File: src/rtl/bicubic_pkg.sv
// Shared constants, request-FSM encoding and edge-clamp helper for the bicubic window feeder.
package bicubic_pkg;
  localparam int CHANNEL_WIDTH  = 8;
  localparam int WIN_DIM        = 4;
  localparam int TAP_OFS        = 1;
  localparam int NUM_PHASES     = 4;
  localparam int RSP_FIFO_DEPTH = 2;

  typedef enum logic [1:0] {
    ST_FILL = 2'd0,
    ST_RUN  = 2'd1,
    ST_WAIT = 2'd2
  } req_state_e;

  // Edge replication: out-of-range coordinates snap to the nearest valid pixel.
  function automatic int clamp_idx(input int v, input int hi);
    if (v < 0) begin
      return 0;
    end else if (v > hi) begin
      return hi;
    end else begin
      return v;
    end
  endfunction
endpackage

File: src/rtl/bicubic_rsp_fifo.sv
// Two-entry result FIFO between the upsampler response port and the output stream.
module bicubic_rsp_fifo
  import bicubic_pkg::*;
#(
  parameter int WIDTH = 32
) (
  input  logic             clk,
  input  logic             rst,
  input  logic             push,
  input  logic             pop,
  input  logic [WIDTH-1:0] wdata,
  output logic [WIDTH-1:0] rdata,
  output logic             full,
  output logic             empty
);
  logic [WIDTH-1:0] mem_q [RSP_FIFO_DEPTH];
  logic [WIDTH-1:0] mem_d [RSP_FIFO_DEPTH];
  logic             wr_ptr_q, wr_ptr_d, rd_ptr_q, rd_ptr_d;
  logic [1:0]       cnt_q, cnt_d;
  logic             do_push, do_pop;

  assign full  = (cnt_q == 2'(RSP_FIFO_DEPTH));
  assign empty = (cnt_q == 2'd0);
  assign rdata = mem_q[rd_ptr_q];

  // Pointer and occupancy update; push is refused while full.
  always_comb begin
    mem_d    = mem_q;
    wr_ptr_d = wr_ptr_q;
    rd_ptr_d = rd_ptr_q;
    do_push  = push && !full;
    do_pop   = pop && !empty;
    if (do_push) begin
      mem_d[wr_ptr_q] = wdata;
      wr_ptr_d        = ~wr_ptr_q;
    end else begin
      wr_ptr_d = wr_ptr_q;
    end
    if (do_pop) begin
      rd_ptr_d = ~rd_ptr_q;
    end else begin
      rd_ptr_d = rd_ptr_q;
    end
    cnt_d = cnt_q + {1'b0, do_push} - {1'b0, do_pop};
  end

  // FIFO state registers.
  always_ff @(posedge clk or posedge rst) begin
    if (rst) begin
      for (int i = 0; i < RSP_FIFO_DEPTH; i++) mem_q[i] <= {WIDTH{1'b0}};
      wr_ptr_q <= 1'b0;
      rd_ptr_q <= 1'b0;
      cnt_q    <= 2'd0;
    end else begin
      mem_q    <= mem_d;
      wr_ptr_q <= wr_ptr_d;
      rd_ptr_q <= rd_ptr_d;
      cnt_q    <= cnt_d;
    end
  end
endmodule

File: src/rtl/bicubic_window_feeder.sv
// Buffers four source rows and issues clamped 4x4 windows (four phases per pixel) to a bicubic
// upsampler, then streams its results out with per-frame last/done framing.
`ifndef SRC_IMG_WIDTH
`define SRC_IMG_WIDTH 4
`endif
`ifndef SRC_IMG_HEIGHT
`define SRC_IMG_HEIGHT 4
`endif
module bicubic_window_feeder
  import bicubic_pkg::*;
#(
  parameter int SRC_W         = `SRC_IMG_WIDTH,
  parameter int SRC_H         = `SRC_IMG_HEIGHT,
  parameter int CHANNEL_WIDTH = bicubic_pkg::CHANNEL_WIDTH
) (
  input  logic                       clk,
  input  logic                       rst,
  input  logic                       in_valid,
  output logic                       in_ready,
  input  logic [CHANNEL_WIDTH-1:0]   in_data,
  output logic                       bf_req_valid,
  input  logic                       bcci_req_ready,
  output logic [CHANNEL_WIDTH-1:0]   p1, p2, p3, p4, p5, p6, p7, p8,
  output logic [CHANNEL_WIDTH-1:0]   p9, p10, p11, p12, p13, p14, p15, p16,
  input  logic                       bcci_rsp_valid,
  input  logic [CHANNEL_WIDTH-1:0]   bcci_rsp_data1, bcci_rsp_data2, bcci_rsp_data3, bcci_rsp_data4,
  output logic                       bf_rsp_ready,
  output logic                       out_valid,
  input  logic                       out_ready,
  output logic [4*CHANNEL_WIDTH-1:0] out_data,
  output logic                       out_last,
  output logic                       frame_done
);
  localparam int XW       = $clog2(SRC_W);
  localparam int YW       = $clog2(SRC_H + 2);
  localparam int N_BEATS  = NUM_PHASES * SRC_W * SRC_H;
  localparam int BW       = $clog2(N_BEATS);
  localparam int LAST_COL = SRC_W - 1;
  localparam int LAST_ROW = SRC_H - 1;

  req_state_e               state_q, state_d;
  logic [XW-1:0]            col_q, col_d, x_q, x_d;
  logic [YW-1:0]            fill_row_q, fill_row_d, y_q, y_d;
  logic [1:0]               phase_q, phase_d;
  logic                     row_loaded_q, row_loaded_d, req_valid_q, req_valid_d;
  logic                     frame_done_q, frame_done_d;
  logic [BW-1:0]            beat_q, beat_d;
  logic [CHANNEL_WIDTH-1:0] p_q [16];
  logic [CHANNEL_WIDTH-1:0] p_d [16];
  logic [CHANNEL_WIDTH-1:0] window_pix [16];
  logic [CHANNEL_WIDTH-1:0] lb_q [4][SRC_W];
  logic                     lb_we, issue_ok, row_end, fifo_full, fifo_empty, out_pop;

  assign issue_ok = (state_q == ST_RUN) && (!req_valid_q || bcci_req_ready);
  assign row_end  = issue_ok && row_loaded_q && req_valid_q;

  // Line-buffer write port; row y lands in slot y mod 4.
  always_ff @(posedge clk) begin
    if (lb_we) begin
      lb_q[fill_row_q[1:0]][col_q] <= in_data;
    end
  end

  // Gather the clamped 4x4 neighbourhood around (x_q, y_q).
  always_comb begin
    int yy;
    int xx;
    yy = 0;
    xx = 0;
    for (int r = 0; r < WIN_DIM; r++) begin
      for (int c = 0; c < WIN_DIM; c++) begin
        yy = clamp_idx(int'(y_q) - TAP_OFS + r, LAST_ROW);
        xx = clamp_idx(int'(x_q) - TAP_OFS + c, LAST_COL);
        window_pix[WIN_DIM*r + c] = lb_q[yy[1:0]][XW'(xx)];
      end
    end
  end

  // Request FSM state register.
  always_ff @(posedge clk or posedge rst) begin
    if (rst) begin
      state_q <= ST_FILL;
    end else begin
      state_q <= state_d;
    end
  end

  // Request FSM next state.
  always_comb begin
    state_d = state_q;
    case (state_q)
      ST_FILL: begin
        if (lb_we && (int'(col_q) == LAST_COL) && (int'(fill_row_q) >= int'(y_q) + 2)) begin
          state_d = ST_RUN;
        end else begin
          state_d = ST_FILL;
        end
      end
      ST_RUN: begin
        if (!row_end) begin
          state_d = ST_RUN;
        end else if (int'(y_q) == LAST_ROW) begin
          state_d = ST_WAIT;
        end else if (int'(fill_row_q) <= LAST_ROW) begin
          state_d = ST_FILL;
        end else begin
          state_d = ST_RUN;
        end
      end
      ST_WAIT: begin
        if (frame_done_q) begin
          state_d = ST_FILL;
        end else begin
          state_d = ST_WAIT;
        end
      end
      default: state_d = ST_FILL;
    endcase
  end

  // Request FSM outputs.
  always_comb begin
    in_ready = 1'b0;
    case (state_q)
      ST_FILL:         in_ready = 1'b1;
      ST_RUN, ST_WAIT: in_ready = 1'b0;
      default:         in_ready = 1'b0;
    endcase
    lb_we = in_ready & in_valid;
  end

  // Fill/issue counters and the window holding register.
  always_comb begin
    col_d        = col_q;
    fill_row_d   = fill_row_q;
    y_d          = y_q;
    x_d          = x_q;
    phase_d      = phase_q;
    row_loaded_d = row_loaded_q;
    req_valid_d  = req_valid_q;
    p_d          = p_q;
    if (lb_we) begin
      if (int'(col_q) == LAST_COL) begin
        col_d      = {XW{1'b0}};
        fill_row_d = fill_row_q + YW'(1);
      end else begin
        col_d = col_q + XW'(1);
      end
    end else if (issue_ok && !row_loaded_q) begin
      p_d         = window_pix;
      req_valid_d = 1'b1;
      if (int'(x_q) == LAST_COL) begin
        x_d = {XW{1'b0}};
        if (phase_q == 2'd3) begin
          phase_d      = 2'd0;
          row_loaded_d = 1'b1;
        end else begin
          phase_d = phase_q + 2'd1;
        end
      end else begin
        x_d = x_q + XW'(1);
      end
    end else if (issue_ok) begin
      // Last window of the row just left; the FSM picks FILL, RUN or WAIT.
      req_valid_d = 1'b0;
      if (row_end) begin
        row_loaded_d = 1'b0;
        y_d          = (int'(y_q) == LAST_ROW) ? y_q : y_q + YW'(1);
      end else begin
        row_loaded_d = row_loaded_q;
      end
    end else if ((state_q == ST_WAIT) && frame_done_q) begin
      fill_row_d = {YW{1'b0}};
      col_d      = {XW{1'b0}};
      y_d        = {YW{1'b0}};
    end else begin
      req_valid_d = req_valid_q;
    end
  end

  // Datapath registers.
  always_ff @(posedge clk or posedge rst) begin
    if (rst) begin
      col_q        <= {XW{1'b0}};
      fill_row_q   <= {YW{1'b0}};
      y_q          <= {YW{1'b0}};
      x_q          <= {XW{1'b0}};
      phase_q      <= 2'd0;
      row_loaded_q <= 1'b0;
      req_valid_q  <= 1'b0;
      for (int i = 0; i < 16; i++) p_q[i] <= {CHANNEL_WIDTH{1'b0}};
    end else begin
      col_q        <= col_d;
      fill_row_q   <= fill_row_d;
      y_q          <= y_d;
      x_q          <= x_d;
      phase_q      <= phase_d;
      row_loaded_q <= row_loaded_d;
      req_valid_q  <= req_valid_d;
      p_q          <= p_d;
    end
  end

  assign bf_req_valid = req_valid_q;
  assign {p1, p2, p3, p4}     = {p_q[0],  p_q[1],  p_q[2],  p_q[3]};
  assign {p5, p6, p7, p8}     = {p_q[4],  p_q[5],  p_q[6],  p_q[7]};
  assign {p9, p10, p11, p12}  = {p_q[8],  p_q[9],  p_q[10], p_q[11]};
  assign {p13, p14, p15, p16} = {p_q[12], p_q[13], p_q[14], p_q[15]};

  bicubic_rsp_fifo #(.WIDTH(4*CHANNEL_WIDTH)) u_rsp_fifo (
    .clk   (clk),
    .rst   (rst),
    .push  (bcci_rsp_valid),
    .pop   (out_pop),
    .wdata ({bcci_rsp_data4, bcci_rsp_data3, bcci_rsp_data2, bcci_rsp_data1}),
    .rdata (out_data),
    .full  (fifo_full),
    .empty (fifo_empty)
  );

  assign bf_rsp_ready = !fifo_full;
  assign out_valid    = !fifo_empty;
  assign out_pop      = out_valid && out_ready;
  assign out_last     = out_valid && (beat_q == BW'(N_BEATS - 1));
  assign frame_done   = frame_done_q;

  // Beat counter wraps once per frame; frame_done follows the last beat by one cycle.
  always_comb begin
    beat_d       = beat_q;
    frame_done_d = out_pop && out_last;
    if (out_pop) begin
      beat_d = out_last ? {BW{1'b0}} : beat_q + BW'(1);
    end else begin
      beat_d = beat_q;
    end
  end

  // Output framing registers.
  always_ff @(posedge clk or posedge rst) begin
    if (rst) begin
      beat_q       <= {BW{1'b0}};
      frame_done_q <= 1'b0;
    end else begin
      beat_q       <= beat_d;
      frame_done_q <= frame_done_d;
    end
  end
endmodule

File: config.mk
export PLATFORM = sky130hd
export DESIGN_NAME = bicubic_window_feeder
export DESIGN_NICKNAME = d
export VERILOG_FILES = /design/src/rtl/bicubic_pkg.sv /design/src/rtl/bicubic_rsp_fifo.sv /design/src/rtl/bicubic_window_feeder.sv
export SDC_FILE = /design/constraint.sdc
export NUM_CORES = 1
export LEC_CHECK = 0
export BUFFER_PORTS_ARGS = -buffer_cell sky130_fd_sc_hd__buf_2
export CAP_MARGIN = 40
export CORE_UTILIZATION = 60
export CTS_CLUSTER_DIAMETER = 40
export DETAILED_ROUTE_END_ITERATION = 10
export PLACE_DENSITY = 0.81
export SLEW_MARGIN = 20
export SYNTH_ARGS = -nofsm -noshare
export SYNTH_HDL_FRONTEND = slang
export SYNTH_HIERARCHICAL = 1
export SYNTH_SLANG_ARGS = --single-unit
export TNS_END_PERCENT = 5
File: constraint.sdc
create_clock -name clk -period 6.1 [get_ports clk]
set_clock_uncertainty 0.1 [all_clocks]
set_input_delay 1.22 -clock clk [delete_from_list [all_inputs] [get_ports clk]]
set_output_delay 1.22 -clock clk [all_outputs]
set_load 0.01 [all_outputs]
==> results of run 1 <==
## worst max-delay path, stage by stage (launching register included)
cell	delay (ns)
dfrtp_1	0.44
inv_1	0.14
ha_1	0.26
xnor2_2	0.68
inv_2	0.32
ha_1	0.42
or4b_4	0.57
a21oi_2	0.50
or4_1	0.21
buf_4	0.40
o22ai_1	0.19
a311o_1	0.37
a21boi_0	0.15
a211oi_1	0.26
## worst paths after layout
kind | start | end | slack (ns)
max in group asynchronous | rst | p16[2] | 3.97
worst min register to register | p1[4] | p1[4] | 0.37
worst max-delay path | y_q[1] | p12[2] | 0.97
worst min-delay path | p1[4] | p1[4] | 0.37
worst max register to register | y_q[1] | p12[2] | 0.97
min in group asynchronous | rst | beat_q[5] | 0.51
## area by class of cell
cell class / instances / area (um2)
sequential: 347 / 9320
antenna: 2 / 5.00
timing repair buffer: 268 / 1580
clock inverter: 33 / 425
inverter: 28 / 110
multi-input combinational: 1291 / 10500
fill: 2329 / 9730
tap: 448 / 561
clock buffer: 60 / 1350
## layer usage
metal | vias up | share of wire, % | track usage [%]
met3 | 324 | 11 | 9.76
met2 | 1367 | 45 | 67.7
met5 | - | 0.089 | 1.10
met1 | 8763 | 37 | 58.4
met4 | 4 | 6.8 | 26.7
li1 | 7292 | - | -
## per-stage QoR
stage	worst slack [ns]	power, mW	cells
finish	0.972	10.4	2477
global route	0.751	10.8	2476
CTS	1.09	10.3	2469
detailed placement	1.13	7.26	2376
global placement	1.20	7.10	2365
floorplan	0.715	5.99	1806
## synthesized netlist by cell type, types with 9 or more instances
cell       count
mux2i_1      114
a22o_1         9
clkbuf_1      90
mux2_2        92
ha_1          32
and3_1        15
a31o_2        13
nand2b_1      12
nand3_1       21
o22ai_1       58
or3_1         32
a2111oi_0      9
mux2_4        30
inv_1         23
o21ai_0       81
buf_2         28
a211oi_1      19
buf_6         12
buf_1         10
o311ai_0      18
mux4_2        94
nor3_1        15
edfxtp_1     128
nand2_1      241
o211ai_1      25
dfrtp_1      219
a21oi_1       83
nor2_1        98
## power breakdown
group	total [mW]	internal, mW	switching (mW)
Combinational	3.83	1.80	2.02
Sequential	3.54	3.05	0.488
Clock	3.06	1.85	1.21
## kinds of logic after synthesis
kind of cell / Yosys count / share of synthesized area, %
muxes: 330 / 23.1
AOI/OAI and AO/OA: 437 / 14.9
xor gates and xnor gates: 8 / 0.445
adders and majority gates: 32 / 1.95
DFF: 347 / 45.4
and+or+nand+nor: 484 / 10.6
buffers and inverters: 168 / 3.68
==> results.md, run 1 <==
* MaxCap Viol Count at 0
* Mapped Area at 0.0205 mm2
* Register area share after synthesis at 45.4%
* Final min period at 5.13 ns
* GR Overflow Total at 0
* Most frequent cells in the layout: nand2_1, buf_2, dfrtp_1, edfxtp_1, mux2i_1
* First-pass GRT wire length at 113000 um
* Final hold violation count at 0
* Fmax at 0.195 GHz
* Die X-Extent at 187 um
* Worst slew pin tran at 0.922 ns
* Average size of a mapped cell at 11.4 um2
* First-pass iteration count of the detailed router at 6
* FF+latch count, synth at 347
* Main synth FF type: dfrtp_1
* Die footprint at 0.0350 mm2
* R2R depth at 13
* Final Util at 71.1%
* Critical path arrival at 5.53 ns
* Hold path depth at 2
* Clock Tree Buf Depth at 3
* # IOs at 212
* GP Congestion at 1.06
* CTS Sinks at 347
* # Post-CTS Setup Buffers at 0
* Post-Syn Nets at 1884
* Fin Hold WS at 0.373 ns
* Crit Path Max Fanout at 31
* Antenna-violating nets left at 0
* Remaining DRCs at 0
* Global Route Usage Sum at 44.4%
* Async set or reset register ratio after synthesis at 63.1%
* Largest net degree at the start of global routing at 77
* Clock transition at path regs at 0.06 ns
* Vias in the first global route at 17100
* TritonCTS clock tree: done
* Clk root buf: clkbuf_16
* Synth area leader: dfrtp_1
* Final setup vio count at 0
* Nets at 2064
* Per-cell routed wire length at 31.2 um
* EDFF count, synth at 128
* CTS hold repair buffers at 0
* IO Port Bufs at 211
* Pleak at 10.4 nW
* Cts repair resizes at 0
* Placed inst area at 0.0220 mm2
* Share of layout cells above drive strength 1 at 30.9%
* Die height at 187 um
* RSZ-0062 raised after global routing: no
* WP data required at 6.51 ns
* Vias per inst at 7.17
* Period utilization at 84.1%
* Sum Neg Setup Slack at 0 ns
* Initial Utilization at 61.1%
* Critical path endpoint category: register
* Final WL at 77400 um
* Worst VDD drop at 0.480 mV
* CTS buffer count at 50
* Post-DP HPWL at 54400 um
* Synthesized instance count at 1806
* Synth warnings at 6
* H-tree Lvls at 2
* Top cell type's share of synthesized area at 26.7%
* CORE AREA at 0.0336 mm2
* P&R area growth vs syn at 16.3%
* Final instance area at 0.0239 mm2
* Commonest non-fill, non-tap cell in the layout: nand2_1
* Initial antenna violation count at 4
* Max reg flops at 128
* Synth top area cells: dfrtp_1, edfxtp_1, mux4_2
* Rel. slew slack at 37.9%
* CP Launch Type: register
* Outcome: finished clean
* FP Rows at 67
* Synth cell types at 85
* Worst Hold Class: register to register
* Initial detailed-routing violation count at 2867
* Final Max Tran Viols at 0
* Skew-Pair Late Insertion Delay at 0.61 ns
* Pwr Density at 436 mW/mm2
* DR vias at 17800
* WS Path Type: register to register
Power figures use the tool's default switching activity.
==> inputs of run 2 (changes only) <==
clock period = 4.9 ns   (was 6.1 ns; I/O delays follow)
==> results.md, run 2 (synthesized netlist as in run 1, its figures left out) <==
* Outcome: finished clean
* Die footprint at 0.0350 mm2
* Crit Path Max Fanout at 20
* MaxCap Viol Count at 0
* P&R area growth vs syn at 16.6%
* Post-DP HPWL at 55600 um
* Filler Cells Inserted at 2328
* WP data required at 5.30 ns
* CTS Sinks at 347
* Critical path arrival at 5.02 ns
* Max reg flops at 128
* Largest net degree at the start of global routing at 89
* Share of layout cells above drive strength 1 at 31.4%
* Die height at 187 um
* FF-to-FF End: p10[3]
* Per-cell routed wire length at 30.7 um
* R2R Path Start: y_q[1]
* N_diodes at 0
* TritonCTS clock tree: done
* Vias in the first global route at 17600
* Worst slew pin tran at 0.928 ns
* Worst VDD drop at 0.492 mV
* Sum Neg Setup Slack at 0 ns
* Final hold violation count at 0
* Final setup vio count at 0
* Remaining DRCs at 0
* # IOs at 212
* Critical Path Sink: p10[3]
* Rel. slew slack at 37.5%
* Fmax at 0.216 GHz
* Initial antenna violation count at 0
* Placed Instances at 2390
* H-tree Lvls at 2
* Skew-Pair Late Insertion Delay at 0.61 ns
* Antenna-violating nets left at 0
* Initial Utilization at 61.1%
* CP Launch Type: register
* Final Max Tran Viols at 0
* Vias per inst at 7.13
* First-pass GRT wire length at 113000 um
* Worst reg-to-reg setup slack at 0.27 ns
* CP Launch Point: y_q[1]
* Global Route Usage Sum at 44.0%
* First-pass iteration count of the detailed router at 6
* Final cell count without fillers at 2490
* Die X-Extent at 187 um
* FP Rows at 67
* Commonest non-fill, non-tap cell in the layout: nand2_1
* GR Overflow Total at 0
* Period utilization at 94.4%
* CTS hold repair buffers at 0
* DR vias at 17700
* Pleak at 10.4 nW
* RSZ-0062 raised after global routing: no
* Most frequent cells in the layout: nand2_1, dfrtp_1, buf_2, edfxtp_1, mux2i_1
* Final WL at 76400 um
* CTS buffer count at 49
* IO Port Bufs at 211
* Cts repair resizes at 0
* Critical path endpoint category: register
* Initial detailed-routing violation count at 2311
* Clock Tree Buf Depth at 3
* Nets at 2079
* GP Congestion at 1.03
* WS Path Type: register to register
* Clk root buf: clkbuf_16
* Clock transition at path regs at 0.06 ns
* # Post-CTS Setup Buffers at 0
* Final min period at 4.63 ns
* Pwr Density at 538 mW/mm2
* R2R depth at 11
* CORE AREA at 0.0336 mm2
* Worst Hold Class: input pin to async pin
[run 2: changes by cell type in the layout (fill, tap and decap cells not counted), sizes merged]
| cell | previous run | this run |
|---|---|---|
| inv | 38 | 34 |
| diode | 2 | 0 |
| buf | 268 | 283 |
| clkinvlp | 5 | 6 |
| clkinv | 13 | 17 |
| clkbuf | 60 | 59 |
[run 2: worst min path at each step]
| stage | slack [ns] | from | endpoint | cells past startpoint |
|---|---|---|---|---|
| after floorplan | 0.34 | beat_q[5] | beat_q[5] | 1 |
| after global placement | 0.35 | p3[0] | p3[0] | 2 |
| after detailed placement | 0.36 | p15[3] | p15[3] | 2 |
| after CTS | 0.32 | rst | col_q[1] | 2 |
| after global routing | 0.16 | rst | u_rsp_fifo/mem_q[29] | 2 |
| final | 0.15 | rst | u_rsp_fifo/mem_q[29] | 2 |
[run 2: final cells by class]
class / instances / area [um2] / share of cell area, %
repair buffers: 284 / 1710 / 7.15
inverters: 28 / 109 / 0.454
clock inverters: 34 / 424 / 1.77
clock buffers: 58 / 1300 / 5.43
well taps: 448 / 561 / 2.34
multi-input cells: 1291 / 10500 / 43.9
flip-flops and latches: 347 / 9320 / 38.9
[run 2: stage by stage]
| step | hold WS [ns] | worst slack, ns | power (mW) | utilization (%) | instance area, um2 |
|---|---|---|---|---|---|
| floorplan | 0.343 | 0.963 | 7.46 | - | 20500 |
| global placement | 0.354 | 0.644 | 8.87 | 65.6 | 22100 |
| detailed placement | 0.357 | 0.415 | 9.08 | 65.8 | 22100 |
| CTS | 0.324 | 0.399 | 12.8 | 71.0 | 23900 |
| global route | 0.159 | 0.0494 | 13.4 | 71.3 | 24000 |
| finish | 0.155 | 0.274 | 12.9 | 71.3 | 24000 |
[run 2: per-layer routing]
| layer | global-route usage (%) | share of wire [%] | vias up |
|---|---|---|---|
| met1 | 54.7 | 37 | 8787 |
| met5 | 0 | 0 | - |
| met3 | 13.0 | 12 | 331 |
| li1 | - | - | 7321 |
| met4 | 28.3 | 7.0 | 0 |
| met2 | 67.3 | 45 | 1307 |
[run 2: worst max-delay path, cell delays in order (launching register included)]
cell	delay [ns]
dfrtp_1	0.44
inv_1	0.15
ha_1	0.53
inv_1	0.16
ha_1	0.37
nor4b_1	0.08
o21ai_1	0.59
nand2_1	0.73
nand3_1	0.59
a21oi_1	0.08
or4_1	0.50
o22a_1	0.18
[run 2: report_power, final]
part	switching, mW	total [mW]	internal [mW]
logic	2.54	4.80	2.26
registers	0.608	4.41	3.80
clock network	1.48	3.69	2.22
total	4.62	12.9	8.27
